<file path="src/rtl/shot_if.sv">
// Player-side bundle for the shot controller: frame strobe, fire/aim inputs,
// target cell, and the shot position/result outputs.
interface shot_if;
    logic       tick;
    logic       fire;
    logic [4:0] x_pos;
    logic [4:0] run;
    logic [4:0] rise;
    logic       dir;
    logic [4:0] target_x;
    logic [4:0] target_y;
    logic [4:0] shot_x;
    logic [4:0] shot_y;
    logic       shot_active;
    logic       aim_lock;
    logic       hit;
    logic       miss;
    logic [7:0] shots_fired;

    modport master (
        output tick, fire, x_pos, run, rise, dir, target_x, target_y,
        input  shot_x, shot_y, shot_active, aim_lock, hit, miss, shots_fired
    );

    modport slave (
        input  tick, fire, x_pos, run, rise, dir, target_x, target_y,
        output shot_x, shot_y, shot_active, aim_lock, hit, miss, shots_fired
    );
endinterface

</file>
<file path="src/rtl/shot_ctrl.sv">
// Launches one shot from the latched aim, steps it on each frame tick,
// reports hit/miss, then holds off new fires for a tick-counted cooldown.
module shot_ctrl #(
    parameter int unsigned Y_MAX    = 23,
    parameter int unsigned COOLDOWN = 8
) (
    input  logic   clk,
    input  logic   reset,
    shot_if.slave  bus
);
    typedef enum logic [1:0] {IDLE, LOAD, FLY, COOL} state_e;

    localparam int CW = (COOLDOWN > 0) ? $clog2(COOLDOWN + 1) : 1;
    localparam logic signed [6:0] Y_LIMIT = 7'(Y_MAX);

    state_e          state_q, state_d;
    logic [4:0]      shot_x_q, shot_x_d;
    logic [4:0]      shot_y_q, shot_y_d;
    logic [4:0]      run_q, run_d;
    logic [4:0]      rise_q, rise_d;
    logic            dir_q, dir_d;
    logic [CW-1:0]   cool_cnt_q, cool_cnt_d;
    logic [7:0]      shots_fired_q, shots_fired_d;
    logic            hit_q, hit_d;
    logic            miss_q, miss_d;

    logic signed [6:0] nx;
    logic signed [6:0] ny;
    logic              out_of_bounds;

    // Candidate next position; 7 bits so a step past either wall stays visible.
    always_comb begin
        nx = dir_q ? ({2'b00, shot_x_q} + {2'b00, run_q})
                   : ({2'b00, shot_x_q} - {2'b00, run_q});
        ny = {2'b00, shot_y_q} + {2'b00, rise_q};
        out_of_bounds = (nx < 7'sd0) || (nx > 7'sd31) || (ny > Y_LIMIT);
    end

    always_comb begin
        // NOTE: every _d gets a default first so no path through the case infers a latch.
        state_d       = state_q;
        shot_x_d      = shot_x_q;
        shot_y_d      = shot_y_q;
        run_d         = run_q;
        rise_d        = rise_q;
        dir_d         = dir_q;
        cool_cnt_d    = cool_cnt_q;
        shots_fired_d = shots_fired_q;
        hit_d         = 1'b0;
        miss_d        = 1'b0;

        case (state_q)
            IDLE: begin
                if (bus.fire) begin
                    state_d       = LOAD;
                    shots_fired_d = shots_fired_q + 8'd1;
                end
            end
            LOAD: begin
                run_d    = bus.run;
                rise_d   = bus.rise;
                dir_d    = bus.dir;
                shot_x_d = bus.x_pos;
                shot_y_d = 5'd0;
                // A zero aim would never leave the field, so end it at once.
                if (bus.run == 5'd0 && bus.rise == 5'd0) begin
                    state_d    = COOL;
                    miss_d     = 1'b1;
                    cool_cnt_d = CW'(COOLDOWN);
                end else begin
                    state_d = FLY;
                end
            end
            FLY: begin
                if (bus.tick) begin
                    if (out_of_bounds) begin
                        state_d    = COOL;
                        miss_d     = 1'b1;
                        cool_cnt_d = CW'(COOLDOWN);
                    end else begin
                        shot_x_d = nx[4:0];
                        shot_y_d = ny[4:0];
                        if (nx[4:0] == bus.target_x && ny[4:0] == bus.target_y) begin
                            state_d    = COOL;
                            hit_d      = 1'b1;
                            cool_cnt_d = CW'(COOLDOWN);
                        end
                    end
                end
            end
            COOL: begin
                if (COOLDOWN == 0) begin
                    state_d = IDLE;
                end else if (bus.tick) begin
                    cool_cnt_d = cool_cnt_q - CW'(1);
                    if (cool_cnt_q == CW'(1)) state_d = IDLE;
                end
            end
            default: state_d = IDLE;
        endcase
    end

    // NOTE: sequential state uses non-blocking assignments so every flop samples pre-edge values.
    always_ff @(posedge clk or negedge reset) begin
        if (!reset) begin
            state_q       <= IDLE;
            shot_x_q      <= 5'd0;
            shot_y_q      <= 5'd0;
            run_q         <= 5'd0;
            rise_q        <= 5'd0;
            dir_q         <= 1'b0;
            cool_cnt_q    <= '0;
            shots_fired_q <= 8'd0;
            hit_q         <= 1'b0;
            miss_q        <= 1'b0;
        end else begin
            state_q       <= state_d;
            shot_x_q      <= shot_x_d;
            shot_y_q      <= shot_y_d;
            run_q         <= run_d;
            rise_q        <= rise_d;
            dir_q         <= dir_d;
            cool_cnt_q    <= cool_cnt_d;
            shots_fired_q <= shots_fired_d;
            hit_q         <= hit_d;
            miss_q        <= miss_d;
        end
    end

    assign bus.shot_x      = shot_x_q;
    assign bus.shot_y      = shot_y_q;
    assign bus.shot_active = (state_q == LOAD) || (state_q == FLY);
    assign bus.aim_lock    = (state_q != IDLE);
    assign bus.hit         = hit_q;
    assign bus.miss        = miss_q;
    assign bus.shots_fired = shots_fired_q;
endmodule

</file>
<file path="src/flat_wrapper.sv">
// flat-port wrapper written by rule: the top's interface ports become plain ports
module shot_ctrl_flat 
#(
    parameter int unsigned Y_MAX    = 23,
    parameter int unsigned COOLDOWN = 8
)
  (clk, reset, bus_tick, bus_fire, bus_x_pos, bus_run, bus_rise, bus_dir, bus_target_x, bus_target_y, bus_shot_x, bus_shot_y, bus_shot_active, bus_aim_lock, bus_hit, bus_miss, bus_shots_fired);
  shot_if bus_i ();
  input  logic clk;
  input  logic reset;
  input wire logic [$bits(bus_i.tick)-1:0] bus_tick;
  input wire logic [$bits(bus_i.fire)-1:0] bus_fire;
  input wire logic [$bits(bus_i.x_pos)-1:0] bus_x_pos;
  input wire logic [$bits(bus_i.run)-1:0] bus_run;
  input wire logic [$bits(bus_i.rise)-1:0] bus_rise;
  input wire logic [$bits(bus_i.dir)-1:0] bus_dir;
  input wire logic [$bits(bus_i.target_x)-1:0] bus_target_x;
  input wire logic [$bits(bus_i.target_y)-1:0] bus_target_y;
  output wire logic [$bits(bus_i.shot_x)-1:0] bus_shot_x;
  output wire logic [$bits(bus_i.shot_y)-1:0] bus_shot_y;
  output wire logic [$bits(bus_i.shot_active)-1:0] bus_shot_active;
  output wire logic [$bits(bus_i.aim_lock)-1:0] bus_aim_lock;
  output wire logic [$bits(bus_i.hit)-1:0] bus_hit;
  output wire logic [$bits(bus_i.miss)-1:0] bus_miss;
  output wire logic [$bits(bus_i.shots_fired)-1:0] bus_shots_fired;
  assign bus_i.tick = bus_tick;
  assign bus_i.fire = bus_fire;
  assign bus_i.x_pos = bus_x_pos;
  assign bus_i.run = bus_run;
  assign bus_i.rise = bus_rise;
  assign bus_i.dir = bus_dir;
  assign bus_i.target_x = bus_target_x;
  assign bus_i.target_y = bus_target_y;
  assign bus_shot_x = bus_i.shot_x;
  assign bus_shot_y = bus_i.shot_y;
  assign bus_shot_active = bus_i.shot_active;
  assign bus_aim_lock = bus_i.aim_lock;
  assign bus_hit = bus_i.hit;
  assign bus_miss = bus_i.miss;
  assign bus_shots_fired = bus_i.shots_fired;
  shot_ctrl #(.Y_MAX(Y_MAX), .COOLDOWN(COOLDOWN)) u_core (.clk(clk), .reset(reset), .bus(bus_i));
endmodule
</file>
<file path="config.mk">
export PLATFORM = sky130hd
export DESIGN_NAME = shot_ctrl_flat
export DESIGN_NICKNAME = d
export VERILOG_FILES = /design/src/rtl/shot_if.sv /design/src/rtl/shot_ctrl.sv /design/src/flat_wrapper.sv
export SDC_FILE = /design/constraint.sdc
export NUM_CORES = 1
export LEC_CHECK = 0
export BUFFER_PORTS_ARGS = -buffer_cell sky130_fd_sc_hd__buf_4
export CAP_MARGIN = 0
export CORE_MARGIN = 2
export CORE_UTILIZATION = 45
export CTS_BUF_LIST = sky130_fd_sc_hd__clkbuf_4 sky130_fd_sc_hd__clkbuf_8 sky130_fd_sc_hd__clkbuf_16
export DETAILED_ROUTE_END_ITERATION = 12
export PLACE_DENSITY = 0.69
export SYNTH_ARGS = -nofsm -noshare
export SYNTH_HDL_FRONTEND = slang
export SYNTH_SLANG_ARGS = --single-unit
</file>
<file path="constraint.sdc">
create_clock -name clk -period 5.11 [get_ports clk]
set_clock_uncertainty 0.1 [all_clocks]
set_input_delay 0.2555 -clock clk [delete_from_list [all_inputs] [get_ports clk]]
set_output_delay 0.2555 -clock clk [all_outputs]
set_load 0.02 [all_outputs]
</file>
### Word-level counts from Yosys, hierarchy flattened

Index checks and enable logic that the tools add are counted.

* flip-flop bits (word level): 37
* bits in latches: 0
* memory bits (writable): 0
* bits in read-only memories: 0
* input bits: 30
* output and inout port bits: 22
* memories kept: 0

* $add $sub $neg: 5
* $mul: 0
* div/mod/pow operators: 0
* magnitude comparators: 3
* eq/ne operators: 13
* shift operators: 0
* mux-type cells: 29
* bitwise operators: 0
* reductions and logical operators: 15

Operators with widths (count)
* $mux W4: 5
* $mux W5: 4
* $pmux W5 S2: 2
* $gt A7 B6 Y1 const B: 2
* $add A5 B5 Y6: 2
* $mux W2: 6
* $pmux W4 S3: 1
* $eq A5 B5 Y1: 2
* $logic_not A5 Y1: 2
* $reduce_and A5 Y1: 2
* $add A8 B1 Y8 const B: 1
* $mux W1: 8
* $ne A2 B2 Y1 const B: 4
* $pmux W2 S4: 1
* $lt A7 B1 Y1 const B: 1
* $mux W7: 1
* $sub A5 B5 Y6: 1
* $eq A2 B2 Y1 const B: 2
* $eq A4 B1 Y1 const B: 1
* $ne A2 B1 Y1 const B: 2
* $reduce_bool A2 Y1: 2
* $sub A4 B1 Y4 const B: 1
* $logic_or A1 B1 Y1: 3
* $ne A3 B1 Y1 const B: 1
* other kinds (7): 8

### Logic depth before layout (Yosys ltp)

Gate-level depths: netlist of run 1.

* depth in word-level cells: 8
* gate-level depth with buffers: 11

### Worst setup path after synthesis of run 1

No wires, ideal clock.

* path type: register to register
* start: reg u_core.shot_x_q[0] (netlist: u_core.bus.shot_x[0])
* end: reg u_core.state_q[1]
* library setup time: 0.128 ns
* arrival time: 2.503 ns
* data required time: 4.882 ns
* path slack: 2.379 ns
* cell stages (with the launch flop): 12
* cell sequence: dfrtp_1 -> inv_1 -> ha_1 -> inv_1 -> fa_1 -> mux2i_1 -> xnor2_1 -> nor3_1 -> nand4_1 -> nor4b_2 -> nor2_1 -> mux2_1

* longest elaborated chain between the ends: 8
* elaborated cells on any way between the ends: 14
* classes of those cells: 2 x add/sub; 2 x order compare; 2 x eq/ne; 4 x mux; 4 x reduce/logical

RTL lines
* start: declaration: RTL line shot_ctrl.sv:17 `logic [4:0] shot_x_q, shot_x_d;`
* start signal: assignment: RTL line shot_ctrl.sv:118 `shot_x_q <= shot_x_d;`
* $sub A5 B5 Y6 / $add A5 B5 Y6 (equally long branches): RTL line shot_ctrl.sv:34, shot_ctrl.sv:33
* $mux W7 (*): RTL line shot_ctrl.sv:33 `nx = dir_q ? ({2'b00, shot_x_q} + {2'b00, run_q})`
* $lt A7 B1 Y1 / $gt A7 B6 Y1 (equally long branches): RTL line shot_ctrl.sv:36 `out_of_bounds = (nx < 7'sd0) || (nx > 7'sd31) || (ny > Y_LIMIT);`
* $logic_or A1 B1 Y1 (2 in a row): RTL line shot_ctrl.sv:36
* $mux W2: RTL line shot_ctrl.sv:76 `if (out_of_bounds) begin`
* $mux W2: RTL line shot_ctrl.sv:75 `if (bus.tick) begin`
* $pmux W2 S4: RTL line shot_ctrl.sv:52 `case (state_q)`
* end signal: assignment: RTL line shot_ctrl.sv:117 `state_q <= state_d;`
* end: declaration: RTL line shot_ctrl.sv:16 `state_e state_q, state_d;`

Every way passes the cells marked *; elsewhere a longest branch is shown, timed or not. The select of a mux whose other input is x is not followed.
A chain may end at the register's enable or synchronous reset.

### Worst setup path in the final report of run 1

* start: reg u_core.shot_y_q[0] (netlist: u_core.bus.shot_y[0])
* end: reg u_core.shot_x_q[0] (netlist: u_core.bus.shot_x[0])

* longest elaborated chain between the ends: 5

RTL lines
* start: declaration: RTL line shot_ctrl.sv:18 `logic [4:0] shot_y_q, shot_y_d;`
* start signal: assignment: RTL line shot_ctrl.sv:119 `shot_y_q <= shot_y_d;`
* $add A5 B5 Y6: RTL line shot_ctrl.sv:35 `ny = {2'b00, shot_y_q} + {2'b00, rise_q};`
* $gt A7 B6 Y1: RTL line shot_ctrl.sv:36
* $logic_or A1 B1 Y1: RTL line shot_ctrl.sv:36
* $ne A2 B2 Y1 (no line)
* $reduce_and A3 Y1 (no line)

Every way passes these cells.

==> metrics.yaml, run 1 <==
path_max_fanout: 11
synth_top_area_cell: "dfrtp_1"
drive_gt1_share_pct: 23.2
worstMarginPinSlew_ns: 0.925
die-area_um2: 6510
start_util_pct: 47.2
fin_crit_ns: 2.97
fin_tns_setup_ns: 0
synth_area_um2: 2650
num_rows: 27
seq_area_frac_synth_pct: 35.0
synthCells: 270
synth_edf_count: 0
crit_slowest_cell: "fa_1"
cts_tree: "done"
grt_overflow_total: 0
final_nets: 374
post-place-ws_ns: 2.18
gp_congestion: 0.845
netlist.area_leader.share_pct: 35.0
dp_hpwl_mm: 4.52
clk-insertion-delay-late_ns: 0.30
place_area_um2: 3070
die_h_um: 80.7
vias: 2148
p_per_area_nw_per_um2: 711
drtIter0Drc: 114
cts_max_level: 2
vdd_ir_drop_max_mv: 0.348
crit_chain: "ha_1, inv_1, fa_1, and2b_1, o21ai_0, o211a_1, or2_2, nand4_1, mux2_2, a21oi_1"
outcome: "finished clean"
synth_nets: 326
final_util_pct: 57.1
antenna_found_initial: 0
io_pins: 52
worstSetupPathType: "flip-flop to flip-flop"
drc: 0
end_kind: "flip-flop"
numCtsBuffers: 5
ys.flop_type: "dfrtp_1"
grt_max_degree: 38
cp_slowest_stage_delay_ns: 0.41
ys_top_cells_by_count: "dfrtp_1 (37), ha_1 (23), xnor2_1 (20)"
yosysMostFrequentCell: "dfrtp_1"
routed_wl_mm: 6.09
ys_top_cells_by_area: "dfrtp_1 (35%), ha_1 (11%), xnor2_1 (6.6%), mux2_2 (3.0%), inv_1 (2.7%)"
numPortBuffers: 51
max-clock-path-buffers: 2
drv_cap: 0
cp.required_ns: 5.24
hold_class: "input pin to flip-flop"
drt-pass1-iter-count: 5
async_reset_ff_share_pct: 100
grt_pass1_vias: 2066
crit_path_start_kind: "flip-flop"
grt_pass1_wl_mm: 10.0
r2r_slack_ns: 2.14
ys_warn_count: 0
setup_ws_ns: 2.14
finalCritPeriodShare_pct: 58.1
fmax_mhz: 337
root_buffer: "clkbuf_8"
fin_area_um2: 3200
rsz0062_at_grt: "no"
synth_area_per_cell_um2: 9.80
antenna_cells: 0
synth-seq-cells: 37
routedWlPerCell_um: 15.6
power_mw: 2.28
track_usage_pct: 20.2
core_area_um2: 5610
drtAntennaViolNets: 0
worstPathArrival_ns: 3.10
routed_via_density: 5.49
worst-path-buf-inv: 1
hold_violations: 0
slew_violations: 0
clk_pin_slew_worst_paths_ns: 0.08
cellLeakagePower_nw: 1.48
slew-limit-headroom_pct: 38.3
syn_to_final_growth_pct: 21.1
numClockSinks: 37
setup_viol: 0
yosysUniqueCellTypes: 54
die_width_um: 80.7
crit_family: "simple AND/OR/NAND/NOR gates"
==> kinds of logic (layout without fill, tap and decap cells) <==
| family | after synthesis | count (layout) | synth area share, % |
|---|---|---|---|
| buffers and inverters | 31 | 80 | 4.54 |
| AOI/OAI and AO/OA | 57 | 57 | 14.8 |
| DFF | 37 | 37 | 35.0 |
| adders and majority gates | 26 | 26 | 13.1 |
| and+or+nand+nor | 78 | 78 | 17.4 |
| xor gates and xnor gates | 26 | 26 | 9.13 |
| muxes | 15 | 15 | 6.05 |
==> cell type report <==
cell class                      instances  area, um^2
Fill cell                             518        2400
Multi-Input combinational cell        202        1600
Sequential cell                        37         926
Timing Repair Buffer                   52         393
Tap cell                               72        90.1
Clock buffer                            6        82.6
Inverter                               20        75.1
Clock inverter                          2        37.5
==> metal layers <==
| metal | share of wire, % | routed length (um) | GRT usage (%) | up-vias |
|---|---|---|---|---|
| met5 | 0 | 0 | 0 | - |
| met4 | 0.99 | 60 | 5.59 | 0 |
| met3 | 4.7 | 285 | 4.16 | 6 |
| met2 | 46 | 2790 | 32.4 | 44 |
| met1 | 48 | 2950 | 27.5 | 1037 |
| li1 | - | - | - | 1061 |
==> cells in the final DEF (no fill, tap or decap), drive strengths merged, types with 6 or more instances in the layout <==
cell type	count
dfrtp	37
mux2	8
nand2	15
clkbuf	6
nor2b	8
xnor2	20
nand3	14
nor4	7
buf	51
mux2i	7
a21oi	12
ha	23
o21ai	14
inv	20
==> what timing repair did <==
action                                 4_1_cts  5_1_grt
endpoints found under the hold margin       37        0
buffers inserted                             0        0
hold buffers                                 1        0
gates resized for setup                      0        0
==> path summary, 6_finish.rpt <==
kind | start | to | cells after the start
max in group asynchronous | reset | u_core.cool_cnt_q[3] | 2
setup reg to reg | u_core.bus.shot_y[0] | u_core.bus.shot_x[0] | 10
hold / removal | bus_dir | u_core.dir_q | 3
min in group asynchronous | reset | u_core.rise_q[1] | 2
hold reg to reg | u_core.bus.shots_fired[7] | u_core.bus.shots_fired[7] | 1
setup / recovery | u_core.bus.shot_y[0] | u_core.bus.shot_x[0] | 10
==> metrics by stage <==
| step | hold WS (ns) | std cells |
|---|---|---|
| 2_1_floorplan | -0.140 | 270 |
| 3_3_place_gp | 0.157 | 382 |
| 3_5_place_dp | 0.161 | 382 |
| 4_1_cts | 0.0668 | 391 |
| 5_1_grt | 0.0796 | 391 |
| 6_report | 0.0691 | 391 |
==> power by group <==
part / internal, mW / switching (mW) / total, mW
sequential: 0.409 / 0.122 / 0.530
combinational: 0.678 / 0.800 / 1.48
clock: 0.159 / 0.110 / 0.269
==> registers in the layout (all words and copies together), names as in the netlist, 2 cells and up <==
signal,count
u_core.cool_cnt_q,4
u_core.state_q,2
u_core.bus.shot_x,5
u_core.run_q,5
u_core.bus.shot_y,5
u_core.rise_q,5
u_core.bus.shots_fired,8
==> worst min-delay path: stages <==
cell,delay [ns]
buf_4,0.08
nand2_1,0.04
o21ai_0,0.05
No activity file was read; power rests on OpenSTA's default activity.
==> run 2: changes to the inputs <==
--- a/config.mk
+++ b/config.mk
@@ -11,7 +11,7 @@
 export CORE_UTILIZATION = 45
 export CTS_BUF_LIST = sky130_fd_sc_hd__clkbuf_4 sky130_fd_sc_hd__clkbuf_8 sky130_fd_sc_hd__clkbuf_16
 export DETAILED_ROUTE_END_ITERATION = 12
-export PLACE_DENSITY = 0.69
+export PLACE_DENSITY = 0.72
 export SYNTH_ARGS = -nofsm -noshare
 export SYNTH_HDL_FRONTEND = slang
 export SYNTH_SLANG_ARGS = --single-unit
==> constraint.sdc (replaced) <==
create_clock -name clk -period 2.49 [get_ports clk]
set_clock_uncertainty 0.1 [all_clocks]
set_input_delay 0.1245 -clock clk [delete_from_list [all_inputs] [get_ports clk]]
set_output_delay 0.1245 -clock clk [all_outputs]
set_load 0.02 [all_outputs]
==> run 2 against run 1 <==
  * The flow now finishes with violations (setup timing)
  * Worst setup slack worse by 2.5 ns
  * Final area is 19% higher
  * Total power rose to 2.5 times the previous value
  * Sequential share of layout area decreased by 4.5 points
  * Clock power increased by 80%
  * Register-to-register slack got worse by 2.5 ns
  * Fmax up 4.4%
  * Flip-flop and latch count did not move
  * Count of clock-buffer cells in the layout is 1 higher
  * Critical endpoint is now u_core.state_q[1]
  * Routed wire length grew 21%
==> metrics.yaml, run 2 (same netlist as run 1, synthesis figures left out) <==
routed_via_density: 5.42
post-place-ws_ns: -0.336
drtAntennaViolNets: 0
drtIter0Drc: 109
routed_wl_mm: 7.37
antenna_cells: 0
crit_family: "simple AND/OR/NAND/NOR gates"
hold_violations: 0
die-area_um2: 6510
outcome: "complete, but fails checks"
slew-limit-headroom_pct: 46.9
timing.hold.ws_ns: 0.000115
crit_top_cell: "inv_2"
final_nets: 430
crit_path_start_kind: "flip-flop"
worstPathArrival_ns: 2.93
finalCritPeriodShare_pct: 114
crit_chain: "inv_2, ha_4, inv_2, fa_1, mux2i_2, xnor2_1, nor3_1, nand4_1, nor4b_2, nor2_2, mux2_4"
core_area_um2: 5610
rsz0062_at_grt: "yes"
gp_congestion: 0.865
use_met2_pct: 40.1
crit_slowest_cell: "fa_1"
die_width_um: 80.7
clk_pin_slew_worst_paths_ns: 0.08
start_util_pct: 47.2
largest_reg_flops: 8
num_rows: 27
routedWlPerCell_um: 16.5
cts_tree: "done"
drv_cap: 0
grt_overflow_total: 0
layout_common_cells: "buf_4 (93), dfrtp_1 (33), ha_1 (20)"
worst-path-buf-inv: 2
busiest_layer: "met2"
place_area_um2: 3390
layout_commonest_cell: "buf_4"
failed_checks: "setup timing"
cts_max_level: 2
cellLeakagePower_nw: 1.78
power_mw: 5.77
track_usage_pct: 23.6
worstSetupPathType: "flip-flop to flip-flop"
numPortBuffers: 51
p_per_area_nw_per_um2: 1510
max-clock-path-buffers: 2
fin_area_um2: 3820
slew_violations: 0
drive_gt1_share_pct: 42.4
clk-insertion-delay-late_ns: 0.30
syn_to_final_growth_pct: 44.4
setup_viol: 9
die_h_um: 80.7
drt-pass1-iter-count: 4
numCtsBuffers: 5
grt_max_degree: 38
fmax_mhz: 352
root_buffer: "clkbuf_8"
cp_slowest_stage_delay_ns: 0.45
vias: 2423
drc: 0
grt_pass1_wl_mm: 11.6
path_max_fanout: 3
vdd_ir_drop_max_mv: 0.771
fin_tns_setup_ns: -2.12
fin_crit_ns: 2.84
antenna_found_initial: 0
io_pins: 52
dp_hpwl_mm: 4.90
setup_ws_ns: -0.355
cp.required_ns: 2.57
grt_pass1_vias: 2432
use_met3_pct: 4.16
met1_usage_pct: 29.9
end_kind: "flip-flop"
numClockSinks: 37
hold_class: "input pin to flip-flop"
worstMarginPinSlew_ns: 0.797
run 2: path summary, 6_finish.rpt:
check | start | to | slack, ns | cells past startpoint
min in group asynchronous | reset | u_core.bus.shot_y[1] | 0.24 | 2
max | u_core.bus.shot_x[0] | u_core.state_q[1] | -0.35 | 11
min | bus_x_pos[1] | u_core.bus.shot_x[1] | 0.0001 | 3
max in group asynchronous | reset | u_core.bus.shot_x[0] | 1.69 | 2
max reg2reg | u_core.bus.shot_x[0] | u_core.state_q[1] | -0.35 | 11
min reg2reg | u_core.bus.shots_fired[7] | u_core.bus.shots_fired[7] | 0.37 | 1
run 2: power breakdown:
part           switching, mW  internal (mW)
sequential             0.230          0.844
clock                  0.233          0.251
combinational           2.06           2.15
total                   2.52           3.25
run 2: repair_timing:
action / in CTS / in global routing
resized for setup: 10 / 29
endpoints found under the setup margin: 11 / 17
hold buffers: 12 / 0
gates cloned: 0 / 1
setup buffers: 5 / 4
endpoints found under the hold margin: 48 / 0
pin swaps: 5 / 6
run 2: metrics by stage:
stage | utilization (%) | std cells
finish | 68.2 | 447
global route | 68.2 | 447
CTS | 65.9 | 442
detailed placement | 60.4 | 417
global placement | 60.4 | 417
floorplan | - | 270
run 2: worst reg2reg max path: stages, from the launching register on:
cell	delay, ns
dfrtp_2	0.43
inv_2	0.08
ha_4	0.14
inv_2	0.03
fa_1	0.45
mux2i_2	0.22
xnor2_1	0.11
nor3_1	0.18
nand4_1	0.18
nor4b_2	0.39
nor2_2	0.10
mux2_4	0.31
run 2: layout make-up:
class,instances,area (um^2)
clock buffers,7,96.3
clock inverters,1,5.00
fillers,436,1790
inverters,20,75.1
multi-input cells,202,1770
flip-flops and latches,37,931
well taps,72,90.1
repair buffers,108,852
run 2: per-layer routing:
| metal | up-vias | routed length [um] | part of all wire, % |
|---|---|---|---|
| li1 | 1168 | - | - |
| met1 | 1169 | 3210 | 44 |
| met2 | 71 | 3690 | 50 |
| met3 | 15 | 323 | 4.4 |
| met4 | 0 | 149 | 2.0 |
| met5 | - | 0 | 0 |
==> run 3: changes to the inputs <==
--- a/config.mk
+++ b/config.mk
@@ -11,7 +11,8 @@
 export CORE_UTILIZATION = 45
 export CTS_BUF_LIST = sky130_fd_sc_hd__clkbuf_4 sky130_fd_sc_hd__clkbuf_8 sky130_fd_sc_hd__clkbuf_16
 export DETAILED_ROUTE_END_ITERATION = 12
-export PLACE_DENSITY = 0.72
+export PLACE_DENSITY = 0.7
+export SETUP_SLACK_MARGIN = 0.1
 export SYNTH_ARGS = -nofsm -noshare
 export SYNTH_HDL_FRONTEND = slang
 export SYNTH_SLANG_ARGS = --single-unit
==> run 3 against run 2 <==
  * Global-route usage is 1.0 points lower
  * Fmax is 0.48% higher
  * First-iteration DRC count increased by 0.92%
  * Highest routed layer unchanged
  * Die area did not move
  * Total power rose by 2.1%
  * Core utilization up 1.3 points
  * Largest power group unchanged
  * Combinational power about the same
  * Clock power rose by 31%
  * Non-clock buffer count is 7 lower
  * Final area up 1.9%
  * The flow still finishes with violations (setup timing)
  * Final cell count decreased by 1.6%
  * Critical endpoint is now u_core.cool_cnt_q[2]
==> metrics.yaml, run 3 (same netlist as run 1, synthesis figures left out) <==
largest_reg_flops: 8
routed_via_density: 5.49
finalCritPeriodShare_pct: 114
setup_viol: 10
drtAntennaViolNets: 0
grt_pass1_vias: 2363
reg2reg_from: "u_core.bus.shot_x[0]"
antenna_cells: 0
io_pins: 52
vias: 2415
n_fill_cell: 428
rsz0062_at_grt: "yes"
min-delay-start: "bus_x_pos[0]"
hold_violations: 0
seqCellArea_um2: 931
vdd_ir_drop_max_mv: 0.662
grt_max_degree: 38
p_switching_mw: 2.55
track_usage_pct: 22.6
layout_common_cells: "buf_4 (84), dfrtp_1 (33), ha_1 (21)"
antenna_found_initial: 0
grt_overflow_total: 0
p_per_area_nw_per_um2: 1510
slew_violations: 0
start_util_pct: 47.2
startpoint: "u_core.bus.shot_x[0]"
root_buffer: "clkbuf_8"
max-clock-path-buffers: 2
cts_tree: "done"
fmax_mhz: 353
drv_cap: 0
dp_hpwl_mm: 4.97
routedWlPerCell_um: 16.4
final_util_pct: 69.5
pwr-share-comb_pct: 71.0
routed_wl_mm: 7.23
p_seq_share_pct: 18.2
r2r_slack_ns: -0.34
end_kind: "flip-flop"
final_nets: 423
drt-pass1-iter-count: 4
num_rows: 27
power_mw: 5.89
numCtsBuffers: 5
cp.required_ns: 2.57
gp_congestion: 0.888
cellLeakagePower_nw: 1.78
die-area_um2: 6510
clk_pin_slew_worst_paths_ns: 0.08
cts_max_level: 2
r2r_cells: 13
drive_gt1_share_pct: 39.9
worstSetupPathType: "flip-flop to flip-flop"
netSwitchingFraction_pct: 43.3
holdPathStages: 3
multiInputGateArea_um2: 1820
layout_commonest_cell: "buf_4"
path_max_fanout: 3
power.internal_mw: 3.34
crit_path_start_kind: "flip-flop"
drtIter0Drc: 110
setup_ws_ns: -0.341
worstPathArrival_ns: 2.91
numPortBuffers: 51
fin_crit_ns: 2.83
pwr-share-clk_pct: 10.8
hold_class: "input pin to flip-flop"
slew-limit-headroom_pct: 37.8
clk-insertion-delay-late_ns: 0.30
worstMarginPinSlew_ns: 0.933
die_h_um: 80.7
core_area_um2: 5610
die_width_um: 80.7
grt_pass1_wl_mm: 11.2
numClockSinks: 37
outcome: "complete, but fails checks"
syn_to_final_growth_pct: 47.2
failed_checks: "setup timing"
drc: 0
## run 3: cell count changes in the layout (fill, tap and decap cells not counted), moves of 3 or more
cell / change
buf_6: -3
o32ai_2: -4
o32ai_4: +4
buf_4: -9
## run 3: layout make-up
type | instances | area share, %
multi-input cells | 202 | 46.7
flip-flops and latches | 37 | 23.9
repair buffers | 101 | 21.7
well taps | 72 | 2.31
inverters | 20 | 1.93
clock buffers | 5 | 1.77
clock inverters | 3 | 1.67
## run 3: per-layer routing
layer | GRT usage, % | vias to the layer above | wire (um)
li1 | - | 1163 | -
met1 | 29.8 | 1185 | 3130
met2 | 37.5 | 62 | 3660
met3 | 4.04 | 5 | 365
met4 | 6.95 | 0 | 68
met5 | 0 | - | 0
## run 3: power by group through the flow
| stage | clock [mW] | sequential [mW] | combinational (mW) |
|---|---|---|---|
| floorplan | 0 | 1.18 | 2.33 |
| global placement | 0 | 1.07 | 3.56 |
| finish | 0.633 | 1.07 | 4.18 |
| detailed placement | 0 | 1.08 | 3.63 |
| CTS | 0.642 | 1.07 | 3.78 |
| global route | 0.666 | 1.11 | 4.55 |
## run 3: path summary, 6_finish.rpt
| check | endpoint |
|---|---|
| worst max register to register | u_core.cool_cnt_q[2] |
| max in group asynchronous | u_core.bus.shot_x[0] |
| min in group asynchronous | u_core.run_q[0] |
| worst min-delay path | u_core.bus.shot_x[0] |
| worst max-delay path | u_core.cool_cnt_q[2] |
| worst min register to register | u_core.bus.shots_fired[7] |
## run 3: critical path: stages, from the launching register on
cell,delay [ns]
dfrtp_2,0.43
inv_2,0.08
ha_4,0.13
inv_2,0.03
fa_1,0.44
mux2i_2,0.23
xnor2_2,0.11
nor3_2,0.16
nand4_1,0.20
buf_4,0.20
nor4_4,0.20
buf_4,0.18
o21ai_2,0.04
a22o_1,0.17
## run 3: through the flow
step | cell area (um^2) | worst slack [ns] | std cells | TNS [ns] | hold slack [ns]
after detailed placement | 3390 | -0.345 | 413 | -1.92 | 0.0324
after floorplan | 2730 | -0.138 | 270 | -0.576 | -0.271
after global placement | 3390 | -0.229 | 413 | -1.17 | 0.0276
final | 3900 | -0.341 | 440 | -1.82 | 0.00485
after CTS | 3710 | -0.310 | 437 | -1.68 | 0.000764
after global routing | 3900 | -0.524 | 440 | -3.82 | 0.0136
## run 3: timing repair
item	4_1_cts	5_1_grt
endpoints found under the hold margin	49	0
gates cloned	0	2
resized for setup	7	27
hold buffers	13	0
pin swaps	4	10
setup buffers	3	1
setup endpoints to repair	17	18
